## src/rtl/cache_types.sv

```systemverilog
// Shared types for the L1 cache controller: FSM states and mux-select encodings.
package cache_types;

   typedef enum logic [1:0] {
      COMPARE   = 2'd0,
      WRITEBACK = 2'd1,
      ALLOCATE  = 2'd2
   } state_e;

   typedef enum logic {
      DATA_SRC_CPU  = 1'b0,
      DATA_SRC_PMEM = 1'b1
   } data_src_e;

   typedef enum logic {
      TAG_SEL_ADDR   = 1'b0,
      TAG_SEL_VICTIM = 1'b1
   } pmem_tag_sel_e;

endpackage

```

## src/rtl/cache_control_if.sv

```systemverilog
// Bus bundle between the cache controller, the CPU request side, the metadata/data
// arrays and the cacheline adaptor.
interface cache_control_if #(
   parameter int unsigned s_index = 3,
   parameter int unsigned s_tag   = 24
);
   logic               mem_read;
   logic               mem_write;
   logic [s_tag-1:0]   addr_tag;
   logic [s_index-1:0] addr_index;
   logic [1:0]         valid;
   logic [1:0]         dirty;
   logic [s_tag-1:0]   tag0;
   logic [s_tag-1:0]   tag1;
   logic               lru;
   logic               pmem_resp;

   logic               mem_resp;
   logic               pmem_read;
   logic               pmem_write;
   logic               pmem_tag_sel;
   logic               way_sel;
   logic [1:0]         load_data;
   logic               data_src;
   logic [1:0]         load_tag;
   logic [1:0]         load_valid;
   logic [1:0]         load_dirty;
   logic               dirty_in;
   logic               valid_in;
   logic               load_lru;
   logic               lru_in;
   logic [s_index-1:0] windex;

   // Environment side: CPU, arrays and memory adaptor.
   modport master (
      output mem_read, mem_write, addr_tag, addr_index, valid, dirty, tag0, tag1, lru,
             pmem_resp,
      input  mem_resp, pmem_read, pmem_write, pmem_tag_sel, way_sel, load_data, data_src,
             load_tag, load_valid, load_dirty, dirty_in, valid_in, load_lru, lru_in, windex
   );

   // Controller side.
   modport slave (
      input  mem_read, mem_write, addr_tag, addr_index, valid, dirty, tag0, tag1, lru,
             pmem_resp,
      output mem_resp, pmem_read, pmem_write, pmem_tag_sel, way_sel, load_data, data_src,
             load_tag, load_valid, load_dirty, dirty_in, valid_in, load_lru, lru_in, windex
   );
endinterface

```

## src/rtl/cache_hit_detect.sv

```systemverilog
// Two-way tag compare; way 0 takes priority when both ways match.
module cache_hit_detect #(
   parameter int unsigned s_tag = 24
) (
   input  logic [1:0]       valid_i,
   input  logic [s_tag-1:0] tag0_i,
   input  logic [s_tag-1:0] tag1_i,
   input  logic [s_tag-1:0] addr_tag_i,
   output logic             hit_o,
   output logic             hit_way_o
);
   logic [1:0] hit;

   always_comb begin
      hit[0]    = valid_i[0] & (tag0_i == addr_tag_i);
      hit[1]    = valid_i[1] & (tag1_i == addr_tag_i);
      hit_o     = |hit;
      hit_way_o = hit[1] & ~hit[0];
   end
endmodule

```

## src/rtl/cache_control.sv

```systemverilog
// Hit/miss control FSM for the 2-way L1: serves hits in COMPARE, sequences victim
// writeback and line refill over the pmem port on a miss.
module cache_control
   import cache_types::*;
#(
   parameter int unsigned s_index = 3,
   parameter int unsigned s_tag   = 24
) (
   input logic            clk,
   input logic            rst,
   cache_control_if.slave bus
);
   state_e             state_q, state_d;
   logic               hit;
   logic               hit_way;
   logic               victim;
   logic [s_index-1:0] set_idx;

   cache_hit_detect #(
      .s_tag(s_tag)
   ) u_hit_detect (
      .valid_i   (bus.valid),
      .tag0_i    (bus.tag0),
      .tag1_i    (bus.tag1),
      .addr_tag_i(bus.addr_tag),
      .hit_o     (hit),
      .hit_way_o (hit_way)
   );

   assign set_idx = bus.addr_index;

   always_ff @(posedge clk) begin
      if (rst) state_q <= COMPARE;
      else     state_q <= state_d;
   end

   always_comb begin
      state_d          = state_q;
      // lru is never written mid-miss, so the victim is stable across the miss.
      victim           = bus.lru;
      bus.mem_resp     = 1'b0;
      bus.pmem_read    = 1'b0;
      bus.pmem_write   = 1'b0;
      bus.pmem_tag_sel = TAG_SEL_ADDR;
      bus.way_sel      = 1'b0;
      bus.load_data    = 2'b00;
      bus.data_src     = DATA_SRC_CPU;
      bus.load_tag     = 2'b00;
      bus.load_valid   = 2'b00;
      bus.load_dirty   = 2'b00;
      bus.dirty_in     = 1'b0;
      bus.valid_in     = 1'b0;
      bus.load_lru     = 1'b0;
      bus.lru_in       = 1'b0;
      bus.windex       = set_idx;

      unique case (state_q)
         COMPARE: begin
            if (bus.mem_read || bus.mem_write) begin
               if (hit) begin
                  bus.mem_resp = 1'b1;
                  bus.way_sel  = hit_way;
                  bus.load_lru = 1'b1;
                  bus.lru_in   = ~hit_way;
                  // A simultaneous read and write is served as a write.
                  if (bus.mem_write) begin
                     bus.load_data[hit_way]  = 1'b1;
                     bus.data_src            = DATA_SRC_CPU;
                     bus.load_dirty[hit_way] = 1'b1;
                     bus.dirty_in            = 1'b1;
                  end
               end else if (bus.dirty[victim]) begin
                  state_d = WRITEBACK;
               end else begin
                  state_d = ALLOCATE;
               end
            end
         end
         WRITEBACK: begin
            bus.pmem_write   = 1'b1;
            bus.pmem_tag_sel = TAG_SEL_VICTIM;
            bus.way_sel      = victim;
            if (bus.pmem_resp) state_d = ALLOCATE;
         end
         ALLOCATE: begin
            bus.pmem_read    = 1'b1;
            bus.pmem_tag_sel = TAG_SEL_ADDR;
            if (bus.pmem_resp) begin
               bus.load_data[victim]  = 1'b1;
               bus.data_src           = DATA_SRC_PMEM;
               bus.load_tag[victim]   = 1'b1;
               bus.load_valid[victim] = 1'b1;
               bus.valid_in           = 1'b1;
               bus.load_dirty[victim] = 1'b1;
               bus.dirty_in           = 1'b0;
               state_d                = COMPARE;
            end
         end
         default: state_d = COMPARE;
      endcase
   end
endmodule

```

## src/flat_wrapper.sv

```systemverilog
// flat-port wrapper written by rule: the top's interface ports become plain ports
module cache_control_flat import cache_types::*;
#(
   parameter int unsigned s_index = 3,
   parameter int unsigned s_tag   = 24
)
  (clk, rst, bus_mem_read, bus_mem_write, bus_addr_tag, bus_addr_index, bus_valid, bus_dirty, bus_tag0, bus_tag1, bus_lru, bus_pmem_resp, bus_mem_resp, bus_pmem_read, bus_pmem_write, bus_pmem_tag_sel, bus_way_sel, bus_load_data, bus_data_src, bus_load_tag, bus_load_valid, bus_load_dirty, bus_dirty_in, bus_valid_in, bus_load_lru, bus_lru_in, bus_windex);
  cache_control_if #(.s_index(s_index), .s_tag(s_tag)) bus_i ();
  input logic clk;
  input logic rst;
  input wire logic [$bits(bus_i.mem_read)-1:0] bus_mem_read;
  input wire logic [$bits(bus_i.mem_write)-1:0] bus_mem_write;
  input wire logic [$bits(bus_i.addr_tag)-1:0] bus_addr_tag;
  input wire logic [$bits(bus_i.addr_index)-1:0] bus_addr_index;
  input wire logic [$bits(bus_i.valid)-1:0] bus_valid;
  input wire logic [$bits(bus_i.dirty)-1:0] bus_dirty;
  input wire logic [$bits(bus_i.tag0)-1:0] bus_tag0;
  input wire logic [$bits(bus_i.tag1)-1:0] bus_tag1;
  input wire logic [$bits(bus_i.lru)-1:0] bus_lru;
  input wire logic [$bits(bus_i.pmem_resp)-1:0] bus_pmem_resp;
  output wire logic [$bits(bus_i.mem_resp)-1:0] bus_mem_resp;
  output wire logic [$bits(bus_i.pmem_read)-1:0] bus_pmem_read;
  output wire logic [$bits(bus_i.pmem_write)-1:0] bus_pmem_write;
  output wire logic [$bits(bus_i.pmem_tag_sel)-1:0] bus_pmem_tag_sel;
  output wire logic [$bits(bus_i.way_sel)-1:0] bus_way_sel;
  output wire logic [$bits(bus_i.load_data)-1:0] bus_load_data;
  output wire logic [$bits(bus_i.data_src)-1:0] bus_data_src;
  output wire logic [$bits(bus_i.load_tag)-1:0] bus_load_tag;
  output wire logic [$bits(bus_i.load_valid)-1:0] bus_load_valid;
  output wire logic [$bits(bus_i.load_dirty)-1:0] bus_load_dirty;
  output wire logic [$bits(bus_i.dirty_in)-1:0] bus_dirty_in;
  output wire logic [$bits(bus_i.valid_in)-1:0] bus_valid_in;
  output wire logic [$bits(bus_i.load_lru)-1:0] bus_load_lru;
  output wire logic [$bits(bus_i.lru_in)-1:0] bus_lru_in;
  output wire logic [$bits(bus_i.windex)-1:0] bus_windex;
  assign bus_i.mem_read = bus_mem_read;
  assign bus_i.mem_write = bus_mem_write;
  assign bus_i.addr_tag = bus_addr_tag;
  assign bus_i.addr_index = bus_addr_index;
  assign bus_i.valid = bus_valid;
  assign bus_i.dirty = bus_dirty;
  assign bus_i.tag0 = bus_tag0;
  assign bus_i.tag1 = bus_tag1;
  assign bus_i.lru = bus_lru;
  assign bus_i.pmem_resp = bus_pmem_resp;
  assign bus_mem_resp = bus_i.mem_resp;
  assign bus_pmem_read = bus_i.pmem_read;
  assign bus_pmem_write = bus_i.pmem_write;
  assign bus_pmem_tag_sel = bus_i.pmem_tag_sel;
  assign bus_way_sel = bus_i.way_sel;
  assign bus_load_data = bus_i.load_data;
  assign bus_data_src = bus_i.data_src;
  assign bus_load_tag = bus_i.load_tag;
  assign bus_load_valid = bus_i.load_valid;
  assign bus_load_dirty = bus_i.load_dirty;
  assign bus_dirty_in = bus_i.dirty_in;
  assign bus_valid_in = bus_i.valid_in;
  assign bus_load_lru = bus_i.load_lru;
  assign bus_lru_in = bus_i.lru_in;
  assign bus_windex = bus_i.windex;
  cache_control #(.s_index(s_index), .s_tag(s_tag)) u_core (.clk(clk), .rst(rst), .bus(bus_i));
endmodule
```

## config.mk

```make
export PLATFORM = sky130hd
export DESIGN_NAME = cache_control_flat
export DESIGN_NICKNAME = d
export VERILOG_FILES = /design/src/rtl/cache_types.sv /design/src/rtl/cache_control_if.sv /design/src/rtl/cache_hit_detect.sv /design/src/rtl/cache_control.sv /design/src/flat_wrapper.sv
export SDC_FILE = /design/constraint.sdc
export NUM_CORES = 1
export LEC_CHECK = 0
export BUFFER_PORTS_ARGS = -buffer_cell sky130_fd_sc_hd__buf_2
export CAP_MARGIN = 20
export CORE_ASPECT_RATIO = 1.4
export CORE_UTILIZATION = 34
export DETAILED_ROUTE_END_ITERATION = 6
export GPL_ROUTABILITY_DRIVEN = 0
export PLACE_DENSITY = 0.88
export SYNTH_ARGS = -nofsm -noshare
export SYNTH_HDL_FRONTEND = slang
export SYNTH_SLANG_ARGS = --single-unit
```

## constraint.sdc

```tcl
create_clock -name clk -period 5.25 [get_ports clk]
set_clock_uncertainty 0.2 [all_clocks]
set_input_delay 1.05 -clock clk [delete_from_list [all_inputs] [get_ports clk]]
set_output_delay 1.05 -clock clk [all_outputs]
set_load 0.02 [all_outputs]
```

# Word-level counts from Yosys, hierarchy flattened
# Index checks and enable logic that the tools add are counted.
# W data, S select, Z words.
# op_classes
eq_ne	8
n_reduce_logical	6
magnitude_cmp	4
mux	35
bitwise	5
# ops
op	count
$eq A24 B24 Y1	2
$mux W1	20
$mux W2	10
$ne A2 B2 Y1 const B	3
$pmux W2 S3	1
$lt A1 B2 Y1 const B	2
$pmux W2 S2	1
$reduce_and A4 Y1	1
$and A1 B1 Y1	3
$demux W1 S1	2
$eq A2 B1 Y1 const B	1
$eq A2 B2 Y1 const B	1
$ge A1 B1 Y1 const B	2
$logic_and A1 B1 Y1	2
$logic_not A2 Y1	1
$ne A2 B1 Y1 const B	1
$not A1 Y1	2
$pmux W1 S2	1
$reduce_or A2 Y1	1
$logic_or A1 B1 Y1	1
# word_totals
output_inout_bits	21
in_bits	85
regBits	2
wordCells	59

# Longest topological paths before layout
# Gate-level depths: netlist of the first run.
# logic_depth
ltp_word	12
ltp_mapped	7
depth_no_buf	6

# Hierarchy
# From an unflattened synthesis of the first run, not the netlist that was laid out.
# hier_totals
cells_unflattened	103
area_unflattened_um2	834.6
# modules_own_cells
mod	area_each_um2	cells_per_inst	seq_area_each_um2	n_inst
cache_hit_detect	535.5	68	0.0	1
cache_control	299.0	35	40.0	1

# Worst setup path before layout of the first run
# Ideal clock, no wire load.
# synth_timing
path_kind	input port to output port
start	input port bus_addr_tag[1]
end	output port bus_load_dirty[1]
arrival_time_ns	2.503
path_stages	7
slack_ns	1.497
n_path_buf	1
required_time_ns	4.000
cell_sequence	xnor2_1 -> nand4_1 -> nor4_1 -> nand4_1 -> nand2b_1 -> o21bai_1 -> buf_4
# synth_via
elab_chain_len	12
word_cells_on_any_way	16
classes_between	2 x order compare; 2 x eq/ne; 6 x mux; 4 x bitwise; 2 x reduce/logical
# synth_rtl
item	line_no	rtl
start, declared	flat_wrapper.sv:13	input wire logic [$bits(bus_i.addr_tag)-1:0] bus_addr_tag;
$eq A24 B24 Y1	cache_hit_detect.sv:15	hit[0] = valid_i[0] & (tag0_i == addr_tag_i);
$and A1 B1 Y1	cache_hit_detect.sv:15	
$not A1 Y1	cache_hit_detect.sv:18	hit_way_o = hit[1] & ~hit[0];
$and A1 B1 Y1	cache_hit_detect.sv:18	
$lt A1 B2 Y1 or $ge A1 B1 Y1 (tied branches)	n/a	
$logic_and A1 B1 Y1	n/a	
$mux W1	n/a	
$demux W1 S1	n/a	
$mux W2	n/a	
$mux W2 * (2 in a row)	n/a	
$pmux W2 S2 *	n/a	
end, declared	flat_wrapper.sv:30	output wire logic [$bits(bus_i.load_dirty)-1:0] bus_load_dirty;
# Mark *: on every way between the ends. The rest lies on a longest branch, timed or not.

# Worst setup path in the final report of the first run
# layout_timing
start	input port bus_addr_tag[1]
end	output port bus_load_dirty[1]
# layout_via
elab_chain_len	12
word_cells_on_any_way	16
classes_between	2 x order compare; 2 x eq/ne; 6 x mux; 4 x bitwise; 2 x reduce/logical
# layout_rtl
item	line_no	rtl
$eq A24 B24 Y1	cache_hit_detect.sv:15	
$and A1 B1 Y1	cache_hit_detect.sv:15	
$not A1 Y1	cache_hit_detect.sv:18	
$and A1 B1 Y1	cache_hit_detect.sv:18	
$lt A1 B2 Y1 (implied by the code) or $ge A1 B1 Y1 (tied branches)	cache_control.sv:69	bus.load_dirty[hit_way] = 1'b1;
$logic_and A1 B1 Y1 (implied by the code)	cache_control.sv:69	
$mux W1 (implied by the code)	cache_control.sv:69	
$demux W1 S1	n/a	
$mux W2	cache_control.sv:66	if (bus.mem_write) begin
$mux W2 *	cache_control.sv:60	if (hit) begin
$mux W2 *	cache_control.sv:59	if (bus.mem_read || bus.mem_write) begin
$pmux W2 S2 *	cache_control.sv:57	unique case (state_q)
# Marks and branches as above.

==> results of run 1 <==
-- area by class of cell --
type                       instances  share of cell area (%)
inverter                           2                   0.587
sequential                         2                    3.13
timing repair buffer              99                    38.7
clock buffer                       3                    1.76
tap                               22                    2.15
multi-input combinational         92                    53.7
-- cells by family (layout without fill, tap and decap cells) --
group           count (synthesis)  after routing  share of synthesized area (%)
simple gates                   36             36                           26.1
buf+inv                        12            104                           10.2
flops                           2              2                           4.95
mux                             1              1                           1.39
xor+xnor                       48             48                           51.9
compound gates                  7              7                           5.41
-- cell usage in the layout, fill, tap and decap left out, drive strengths merged --
master	Yosys	final
nand2	6	6
inv	2	2
nand4	8	8
xnor2	26	26
nor3	2	2
a221oi	1	1
o21ai	3	3
nand3b	1	1
and3	1	1
mux2	1	1
nor2	7	7
clkbuf	0	3
dfxtp	2	2
nor2b	2	2
o22ai	1	1
a31oi	1	1
o21bai	1	1
nor4	6	6
nand2b	2	2
and2	1	1
buf	10	99
xor2	22	22
-- tightest hold or removal path, stage by stage (launching register included) --
cell and delay [ps]:
dfxtp_1 310, nor2_1 170, a221oi_1 120
-- power breakdown --
| part | internal [W] | switching [W] | total [W] |
|---|---|---|---|
| sequential | 0.0000171 | 0.000000982 | 0.0000180 |
| combinational | 0.0000535 | 0.0000505 | 0.000104 |
| clock | 0.0000254 | 0.0000107 | 0.0000361 |
| total | 0.0000960 | 0.0000622 | 0.000158 |
-- final timing paths --
kind                      from                 to  slack, ps
max            bus_addr_tag[1]  bus_load_dirty[1]       1400
min          u_core.state_q[0]  u_core.state_q[1]        450
max reg2reg  u_core.state_q[1]  u_core.state_q[1]       3730
min reg2reg  u_core.state_q[0]  u_core.state_q[1]        450
-- through the flow --
stage | utilization, % | instance area (um^2)
finish | 58.1 | 1280
global route | 58.1 | 1280
CTS | 58.1 | 1280
detailed placement | 57.1 | 1260
global placement | 57.1 | 1260
floorplan | - | 810
-- per-layer routing --
layer	part of all wire, %	routed length (um)	GRT usage [%]
met2	58	1390	40.3
met3	12	281	5.74
met4	0.50	12	3.90
met5	0	0	0
met1	30	729	16.4
-- Yosys cell counts, drive strengths merged --
cell type  number  area (um^2)
mux2            1         11.3
inv             2         7.51
nor2b           2         12.5
nor3            2         10.0
nand2b          2         12.5
a31oi           1         6.26
o22ai           1         6.26
and2            1         8.76
nand2           6         25.0
nor4            6         43.8
o21bai          1         7.51
buf            10         75.1
a221oi          1         8.76
xnor2          26          228
o21ai           3         15.0
nor2            7         28.8
and3            1         6.26
xor2           22          193
nand4           8         56.3
dfxtp           2         40.0
nand3b          1         7.51
==> impl_metrics.csv, run 1 <==
group,metric,value,unit
cts,cts_tree,"yes",
cells_and_area,reg_top3,"u_core.state_q: 2 flops",
placement,hpwl,2.29,mm
routing,postRouteAntennaNets,0,
yosys,ys_seq_elements,2,
min_path,hold_class,"reg -> reg",
critical_path,slowest_stage,"nor4_1",
sta,fmax,0.260,GHz
global_route,grt_pass1_vias,990,
critical_path,start_kind,"input port",
cts,clock-sinks,2,
cts,holdBufCountCts,0,
critical_path,path_delay_family,"simple AND/OR/NAND/NOR gates",
cells_and_area,nFillCells,215,
critical_path,critical-path-max-stage-delay,350,ps
routing,wl,2.41,mm
cells_and_area,final_net_count,285,
sta,fin_ws,1400,ps
global_route,grt_pass1_wl,3.73,mm
job,cap_violations,0,
routing,num_vias,1054,
cells_and_area,drive_above_1_share,54.5,%
sta,slew_headroom,64.1,%
cts,root_buffer,"clkbuf_4",
power,leakage,0.692,nW
cts,cts_setup_buffers,0,
sta,finalHoldViolCount,0,
sta,drv_slew,0,
sta,setup_tns,0,ps
sta,finalCriticalPeriod,3850,ps
floorplan,fp.dieH,59.7,um
sta,rsz0062_at_grt,"false",
global_route,overflow,0,
cts,numCtsBuffers,3,
cells_and_area,multi_input_area,687,um^2
cells_and_area,num_antenna_cells,0,
routing,drc_errors,0,
cells_and_area,syn_to_final_growth,58.1,%
yosys,synthCells,106,
routing,drtIter0Drc,11,
yosys,yosysUniqueCellTypes,26,
routing,wire_per_inst,11.0,um
yosys,synth_seq_area_share,4.95,%
sta,worst_hold_slack,447,ps
floorplan,ioPinCount,106,
sta,finalSetupViolations,0,
critical_path,critPathKind,"in -> out",
floorplan,start_util,36.8,%
sta,finalCritPeriodShare,73.2,%
critical_path,arrival,2600,ps
cts,clk_pin_slew_worst_paths,30,ps
critical_path,path_buf_inv,2,
power,irDropWorstVdd,0.0577,mV
critical_path,cp_data_required_time,4000,ps
power,p_per_area,124,mW/mm^2
cells_and_area,largest_reg_flops,2,
cells_and_area,top_register,"u_core.state_q",
cts,cts_resized,0,
global_route,grt_max_degree,7,
placement,place_ws,1330,ps
routing,first_pass_iters,4,
critical_path,path_max_fanout,4,
outcome,status,"complete, no violations",
cells_and_area,final_cells,220,
critical_path,critical_path_depth,8,
sta,worst_pin_slew,533,ps
yosys,synth_area_per_cell,7.64,um^2
cts,clockBufferDepth,2,
placement,dpl.cell_count,217,
min_path,whs_path_depth,2,
floorplan,core,0.00220,mm^2
floorplan,die-area,0.00258,mm^2
global_route,grt.total_usage,18.9,%
floorplan,die_w,43.2,um
placement,io_buffers,99,
floorplan,row_count,20,
yosys,synth.cell_area,810,um^2
critical_path,worst-r2r-cell-count,4,
critical_path,end_kind,"primary output",
global_route,grt_antenna_before_repair,0,
cells_and_area,seqCellArea,40.0,um^2
yosys,syn_nets,191,
cts,clk_latency,230,ps
cts,htreeDepth,1,
routing,vias_per_cell,4.79,
power,finalPower,0.000158,W
yosys,ys.warnings.count,0,
critical_path,crit_chain,"buf_2 -> xnor2_1 -> nand4_1 -> nor4_1 -> nand4_1 -> nand2b_1 -> o21bai_1 -> buf_2",
No activity file was read; power rests on OpenSTA's default activity.
==> inputs of run 2 (changes only) <==
- ABC_AREA: not set -> 1
- CORE_UTILIZATION: 34 -> 38
- PLACE_DENSITY: 0.88 -> 0.8
- clock period: 5.25 -> 3.1 ns (I/O delays scaled with it)
==> run 2 against run 1 <==
Net effect:
- routed wire length grew 96%
- sequential share of layout area decreased by 1.1 points
- design area up 57%
- worst hold slack got worse by 81 ps
- via count increased by 100%
- global-route usage grew 4.5 points
- power grew to 3.7 times the previous value
- critical path depth rose by 2
- highest routed layer unchanged
==> impl_metrics.csv, run 2 <==
group,metric,value,unit
outcome,status,"complete, no violations",
yosys,synth_edf_count,0,
sta,slew_headroom,74.9,%
placement,hpwl,4.29,mm
global_route,grt_antenna_before_repair,0,
cells_and_area,nFillCells,407,
yosys,yosysUniqueCellTypes,25,
routing,wl,4.72,mm
yosys,synth_area_per_cell,4.65,um^2
critical_path,crit_chain,"buf_2 -> xor2_1 -> nor4_1 -> nand2_1 -> nor2_1 -> nand2_1 -> nand2_1 -> nand2_1 -> nor2_1 -> buf_2",
routing,vias_per_cell,4.73,
cts,clk_latency,220,ps
critical_path,arrival,1940,ps
critical_path,ff2ff_setup_slack,1640,ps
job,cap_violations,0,
cells_and_area,largest_reg_flops,2,
yosys,synthCells,321,
cells_and_area,final_cells,455,
cts,clock-sinks,2,
sta,finalSetupViolations,0,
yosys,async_reset_ff_share,0,%
floorplan,core,0.00371,mm^2
sta,rsz0062_at_grt,"false",
yosys,synth_seq_area_share,2.68,%
power,leakage,1.38,nW
critical_path,r2r-end,"u_core.state_q[0]",
critical_path,critPathKind,"in -> out",
critical_path,critical_path_depth,10,
yosys,yosys.area.top_type,"nand2_1",
global_route,grt.total_usage,23.4,%
critical_path,critPathMostFrequentCell,"nand2_1",
yosys,synth.cell_area,0.00149,mm^2
sta,setup_tns,0,ps
cells_and_area,layout_commonest_cell,"nand2_1",
critical_path,cp_data_required_time,2280,ps
cts,clockBufferDepth,2,
floorplan,die_w,55.0,um
floorplan,die-area,0.00419,mm^2
critical_path,path_delay_family,"simple AND/OR/NAND/NOR gates",
cells_and_area,num_antenna_cells,0,
critical_path,crit_path_end,"bus_mem_resp",
sta,finalHoldViolCount,0,
floorplan,row_count,26,
placement,dpl.cell_count,452,
power,p_per_area,288,mW/mm^2
critical_path,end_kind,"primary output",
cells_and_area,final_net_count,500,
cts,root_buffer,"clkbuf_8",
cells_and_area,seqCellArea,40.0,um^2
sta,fin_ws,345,ps
yosys,ys.flop_type,"dfxtp_1",
routing,first_pass_iters,4,
sta,drv_slew,0,
floorplan,start_util,40.3,%
sta,worst_hold_slack,366,ps
cts,cts_tree,"yes",
yosys,synth.area.top_cells,"nand2_1 31%, inv_1 14%, nor2_1 9.5%",
cts,htreeDepth,1,
critical_path,worst-r2r-cell-count,5,
global_route,grt_pass1_wl,7.47,mm
cts,numCtsBuffers,3,
global_route,grt_max_degree,7,
sta,finalCriticalPeriod,2760,ps
critical_path,slowest_stage,"nor4_1",
routing,drc_errors,0,
routing,wire_per_inst,10.4,um
global_route,grt_pass1_vias,2009,
global_route,overflow,0,
yosys,synth_top_cell_area_share,30.9,%
placement,io_buffers,99,
placement,place_ws,367,ps
yosys,ys_seq_elements,2,
sta,worst_pin_slew,372,ps
sta,fmax,0.363,GHz
cells_and_area,final_cell_mix,"123 x nand2_1, 99 x buf_2, 54 x inv_1",
min_path,hold_class,"reg -> reg",
cts,cts_setup_buffers,0,
critical_path,path_max_fanout,3,
critical_path,start_kind,"input port",
cells_and_area,reg_top3,"u_core.state_q: 2 flops",
cells_and_area,multi_input_area,0.00113,mm^2
power,irDropWorstVdd,0.420,mV
routing,drtIter0Drc,47,
cts,clk_pin_slew_worst_paths,30,ps
yosys,syn_nets,406,
critical_path,path_buf_inv,2,
routing,num_vias,2154,
yosys,synth_most_common_cell,"nand2_1",
cells_and_area,drive_above_1_share,32.4,%
critical_path,critical-path-max-stage-delay,280,ps
floorplan,ioPinCount,106,
yosys,ys.warnings.count,0,
cells_and_area,top_register,"u_core.state_q",
cts,cts_resized,0,
cells_and_area,syn_to_final_growth,34.4,%
floorplan,fp.dieH,76.2,um
sta,finalCritPeriodShare,88.9,%
cts,holdBufCountCts,0,
routing,postRouteAntennaNets,0,
critical_path,r2r_start,"u_core.state_q[0]",
critical_path,critPathLaunch,"bus_addr_tag[18]",
yosys,synth_commonest_cells,"123 x nand2_1, 54 x inv_1, 38 x nor2_1",
[run 2: changes by cell type in the layout (fill, tap and decap cells not counted), moves of 4 or more]
cell     change
nand2_1    +118
inv_1       +52
nor2_1      +32
xnor2_1     -22
xor2_1      -14
inv_2       +12
nand3_1      +9
nand2_2      +7
nor2_2       +7
o21ai_0      +6
nor3_1       +5
a21oi_1      +4
nor4_1       -4
[run 2: where the power goes]
group          total (W)  internal (W)  switching [W]
combinational   0.000409      0.000153       0.000256
sequential     0.0000628     0.0000387      0.0000241
clock           0.000107     0.0000825      0.0000243
total           0.000579      0.000275       0.000304
[run 2: area by class of cell]
type                       instances  area share, %
sequential                         2           1.99
timing repair buffer              99           24.7
multi-input combinational        242           56.1
clock buffer                       3           2.06
inverter                          67           12.5
tap                               42           2.62
[run 2: worst min-delay path by stage]
stage                     depth (start not counted)               from  slack, ps                end
after floorplan                                   2  u_core.state_q[1]        320  u_core.state_q[1]
after global placement                            2  u_core.state_q[1]        350  u_core.state_q[1]
after detailed placement                          2  u_core.state_q[1]        360  u_core.state_q[1]
after CTS                                         2  u_core.state_q[1]        360  u_core.state_q[1]
after global routing                              2  u_core.state_q[1]        380  u_core.state_q[1]
final                                             2  u_core.state_q[1]        370  u_core.state_q[1]
[run 2: routing by layer]
layer	share of wire (%)	vias to the layer above	wire (um)	GRT usage, %
met4	3.5	0	164	12.3
met3	6.9	16	325	2.79
met1	39	912	1840	24.0
li1	-	1137	-	-
met5	0	-	0	0
met2	51	89	2390	42.3
[run 2: cells by family (layout without fill, tap and decap cells)]
kind of cell	Yosys count	count (layout)	synth area share, %
AO/OA/AOI/OAI	17	17	6.03
AND/OR/NAND/NOR	213	213	62.4
XOR/XNOR	12	12	7.04
flip-flops	2	2	2.68
buffers and inverters	77	169	21.9
[run 2: worst register-to-register path: stages (launching register included)]
cell	delay [ps]
dfxtp_1	460
nor2_4	80
o21ai_0	130
o21ai_0	230
a21oi_1	200
nor2_1	60
[run 2: per-stage QoR]
stage                     instance area [um^2]  util [%]  total power, W
after global routing                      2010      54.1        0.000643
after detailed placement                  1970      53.0        0.000468
after global placement                    1970      53.0        0.000463
final                                     2010      54.1        0.000579
after floorplan                           1490         -        0.000344
after CTS                                 2010      54.1        0.000580
